<file path="src/rtl/float_to_fixed_seq.sv">
// Iterative IEEE-754 single -> 32-bit two's-complement fixed-point converter, one shift per cycle.
// Optional macro ROUND_NEAREST_EN: round-to-nearest-even on right shifts (default build truncates).
module float_to_fixed_seq #(
  parameter int CNT_W = 16
) (
  input  logic             clk,
  input  logic             rst,
  input  logic             in_valid,
  output logic             in_ready,
  input  logic [31:0]      float_in,
  input  logic [4:0]       fixpointpos,
  output logic             out_valid,
  input  logic             out_ready,
  output logic [31:0]      fixed_out,
  output logic             overflow,
  output logic [CNT_W-1:0] conv_count
);

  localparam logic [2:0] IDLE   = 3'd0;
  localparam logic [2:0] UNPACK = 3'd1;
  localparam logic [2:0] SHIFT  = 3'd2;
  localparam logic [2:0] SIGN   = 3'd3;
  localparam logic [2:0] DONE   = 3'd4;

  typedef struct packed {
    logic        sign;
    logic [7:0]  exp;
    logic [23:0] mag;
    logic [4:0]  fp;
  } req_t;

  req_t               req;
  logic [2:0]         state;
  logic [31:0]        acc;
  logic [4:0]         cnt;
  logic               left;
  logic               sat;
  logic signed [9:0]  s;
  logic [4:0]         s_abs;
  logic               rnd;
  logic [31:0]        mag_r;

  // s is the net left-shift applied to the 24-bit significand
  assign s     = $signed({2'b00, req.exp}) + $signed({5'b00000, req.fp}) - 10'sd150;
  assign s_abs = s[9] ? 5'(-s) : 5'(s);

  assign in_ready  = (state == IDLE);
  assign out_valid = (state == DONE);

`ifdef ROUND_NEAREST_EN
  logic guard, sticky;

  // guard is the last bit shifted out; sticky ORs everything shifted out before it
  always_ff @(posedge clk) begin
    if (!rst) begin
      guard  <= 1'b0;
      sticky <= 1'b0;
    end else if (state == UNPACK) begin
      guard  <= 1'b0;
      sticky <= 1'b0;
    end else if (state == SHIFT && !left) begin
      guard  <= acc[0];
      sticky <= sticky | guard;
    end
  end

  assign rnd = guard & (sticky | acc[0]);
`else
  assign rnd = 1'b0;
`endif

  // rounding only happens after right shifts, so acc < 2^24 and this cannot wrap
  assign mag_r = acc + {31'b0, rnd};

  always_ff @(posedge clk) begin
    if (!rst) begin
      state      <= IDLE;
      req        <= '0;
      acc        <= '0;
      cnt        <= '0;
      left       <= 1'b0;
      sat        <= 1'b0;
      fixed_out  <= '0;
      overflow   <= 1'b0;
      conv_count <= '0;
    end else begin
      case (state)
        IDLE: begin
          if (in_valid) begin
            req.sign <= float_in[31];
            req.exp  <= float_in[30:23];
            req.mag  <= {1'b1, float_in[22:0]};
            req.fp   <= fixpointpos;
            state    <= UNPACK;
          end
        end
        UNPACK: begin
          sat   <= 1'b0;
          acc   <= {8'b0, req.mag};
          cnt   <= s_abs;
          left  <= ~s[9];
          state <= SHIFT;
          if (req.exp == 8'h00) begin
            acc   <= '0;
            state <= SIGN;
          end else if (req.exp == 8'hFF || s >= 10'sd9 ||
                       (s == 10'sd8 && (!req.sign || req.mag[22:0] != 23'b0))) begin
            // -2^31 is the only representable s==8 value; everything else saturates
            sat   <= 1'b1;
            state <= SIGN;
          end else if (s < -10'sd24) begin
            acc   <= '0;
            state <= SIGN;
          end else if (s == 10'sd0) begin
            state <= SIGN;
          end
        end
        SHIFT: begin
          acc <= left ? (acc << 1) : (acc >> 1);
          cnt <= cnt - 5'd1;
          if (cnt == 5'd1) state <= SIGN;
        end
        SIGN: begin
          if (sat) fixed_out <= req.sign ? 32'h8000_0000 : 32'h7FFF_FFFF;
          else     fixed_out <= req.sign ? -mag_r : mag_r;
          overflow <= sat;
          state    <= DONE;
        end
        DONE: begin
          if (out_ready) begin
            if (!(&conv_count)) conv_count <= conv_count + 1'b1;
            state <= IDLE;
          end
        end
        default: state <= IDLE;
      endcase
    end
  end

endmodule

</file>
<file path="config.mk">
export PLATFORM = sky130hd
export DESIGN_NAME = float_to_fixed_seq
export DESIGN_NICKNAME = d
export VERILOG_FILES = /design/src/rtl/float_to_fixed_seq.sv
export SDC_FILE = /design/constraint.sdc
export NUM_CORES = 1
export LEC_CHECK = 0
export CAP_MARGIN = 5
export CORE_UTILIZATION = 23
export DETAILED_ROUTE_END_ITERATION = 16
export SYNTH_ARGS = -nofsm -noshare
export SYNTH_HDL_FRONTEND = slang
export SYNTH_SLANG_ARGS = --single-unit
</file>
<file path="constraint.sdc">
create_clock -name clk -period 2.9 [get_ports clk]
set_input_delay 0.87 -clock clk [delete_from_list [all_inputs] [get_ports clk]]
set_output_delay 0.87 -clock clk [all_outputs]
set_load 0.01 [all_outputs]
</file>
==> metrics.csv <==
metric;value;unit
overflow;0;
grt_pass1_vias;5697;
power_leakage;3.160;nW
n_fill_cell;3111;
r2r_setup_slack;0.04;ns
die_x;173.7;um
setup_slack;0.03932;ns
hold_slack;0.4488;ns
rsz0062_at_grt;yes;
clock_latency;0.43;ns
ff_latch_area;0.002586;mm^2
cts_max_level;4;
peakVddDrop;377.8;uV
ys_seq_area_share;38.07;%
routed_wirelength;19.18;mm
synth.top_cell.area_share;38.07;%
synth-edff-count;0;
synth_area_leaders;dfxtp_1 38%, nand2_1 7.7%, a21oi_1 7.2%;
ys_ff_latch;129;
syn_inst;867;
slew_violations;0;
crit_type;flop to flop;
place_congestion;0.7931;
start_util;23.50;%
status;finished, final reports clean;
min_path_type;flop to flop;
critPathArrivalTime;3.16;ns
clkTransAtPathRegs;0.06;ns
antenna_found_initial;0;
ant_nets;0;
syn-cell-area;0.006783;mm^2
die_area;0.03018;mm^2
vias_per_cell;4.564;
port_buffers;91;
synth.distinct_cells;66;
drt-initial-drc-count;336;
min_period;2.861;ns
finalCritPeriodShare;98.64;%
relSlewSlack;23.27;%
fin_cells;1360;
drc;0;
tritoncts;built;
critPathMaxFanout;2;
clkSinkCount;129;
pin_count;92;
yosysTopAreaCell;dfxtp_1;
critPathRequiredTime;3.20;ns
grt_pass1_wl;30.66;mm
cp-start-kind;flop;
dominantRegCellSynth;dfxtp_1;
worst_clock_skew;0.01200;ns
async_reset_ff_share;0;%
hpwl;13.25;mm
rows;62;
setup_tns;0;ns
detail_route.first_pass.iterations;5;
antenna_cells;0;
drive_gt1_share;11.37;%
fmax;349.6;MHz
clock_path_buffers;2;
nets;1024;
tightest_slew;1.147;ns
syn2layout_area_growth;32.34;%
wl_per_cell;14.10;um
ys_warn_count;0;
die_h;173.7;um
synthesis.nets;928;
dp_cells;1324;
setup_viol;0;
root_buffer;clkbuf_16;
core;0.02886;mm^2
dpl_worst_slack;-0.1158;ns
cp-end-kind;flop;
grt_max_degree;82;
multi_input_area;0.003958;mm^2
via_count;6207;
numCtsBuffers;17;
postSynthAreaPerCell;7.823;um^2
finalHoldViolCount;0;
track_usage;12.57;%
p_per_area;821.4;mW/mm^2
maxCapViolCount;0;
[synth_stat cells, drive strengths merged, types with 3 or more instances]
master / instances
a2111oi: 3
a21o: 3
a21oi: 97
a221oi: 3
a22o: 8
a31oi: 17
and2: 6
and3: 6
and4: 6
buf: 10
clkbuf: 50
dfxtp: 129
ha: 19
inv: 27
mux2i: 33
nand2: 139
nand2b: 3
nand3: 12
nand3b: 4
nand4: 10
nor2: 88
nor2b: 9
nor3: 16
nor3b: 3
nor4: 9
o21a: 3
o21ai: 58
o31ai: 9
o41ai: 7
or3: 10
or4: 6
xnor2: 19
xor2: 23
[report_power, final]
| part | internal, mW | total [mW] | leakage, nW | switching (mW) |
|---|---|---|---|---|
| Sequential | 2.05 | 2.37 | 1.05 | 0.326 |
| Combinational | 1.26 | 2.93 | 1.84 | 1.68 |
| Clock | 1.19 | 2.07 | 0.267 | 0.882 |
| Total | 4.49 | 7.37 | 3.16 | 2.88 |
[cell type report]
cell class                      instances  share of cell area [%]
Inverter                               27                   1.129
Clock buffer                           18                   4.781
Multi-Input combinational cell        651                   44.09
Sequential cell                       129                   28.81
Tap cell                              384                   5.353
Clock inverter                         14                   1.478
Timing Repair Buffer                  137                   14.36
[per-layer routing]
layer	part of all wire [%]	track usage, %
met1	51	17.82
met2	44	18.92
met3	4.3	2.566
met4	0.95	3.911
met5	0	0
[cells by family after synthesis]
logic type / after synthesis / share of synthesized area (%)
muxes: 33 / 4.870
AOI/OAI and AO/OA: 224 / 20.18
and+or+nand+nor: 332 / 22.67
DFF: 129 / 38.07
adders and majority gates: 20 / 3.800
xor gates and xnor gates: 42 / 5.423
buffers and inverters: 87 / 4.981
[placed cells by master, fill, tap and decap left out, types with 23 or more instances in the layout]
master,count
a21oi_1,96
buf_4,42
clkdlybuf4s50_1,91
dfxtp_1,126
inv_1,23
mux2i_1,33
nand2_1,139
nor2_1,87
o21ai_0,53
xor2_1,23
[critical path, stage by stage, from the launching register on]
cell and delay [ns]:
dfxtp_1 0.31, ha_1 0.31, ha_1 0.28, a21o_1 0.17
and4_1 0.16, or4_4 0.53, a2111oi_4 0.33, nand4_1 0.18
and3_1 0.21, a211o_1 0.26
[worst paths after layout]
check	end	cells past startpoint	start
hold / removal	fixed_out[8]	2	fixed_out[8]
setup reg to reg	state[0]	9	req[31]
hold reg to reg	fixed_out[8]	2	fixed_out[8]
setup / recovery	state[0]	9	req[31]
[sequential cells by signal (all words and copies together) (netlist names)]
name / count
sat: 1
left: 1
cnt: 5
state: 3
req: 38
fixed_out: 32
overflow: 1
conv_count: 16
acc: 32
[through the flow]
step,area (um^2),power [mW],util [%]
after CTS,8899,7.345,30.84
after detailed placement,8297,5.202,28.75
final,8976,7.373,31.10
after global placement,8297,5.168,28.75
after floorplan,6813,4.302,-
after global routing,8976,7.864,31.10
[timing repair]
action	CTS	global route
setup buffers	1	2
endpoints found under the setup margin	25	27
pin swaps	6	16
resized for setup	9	15
hold endpoints to repair	0	0
hold buffers	0	0
gates cloned	0	1
No activity file was read; power rests on OpenSTA's default activity.
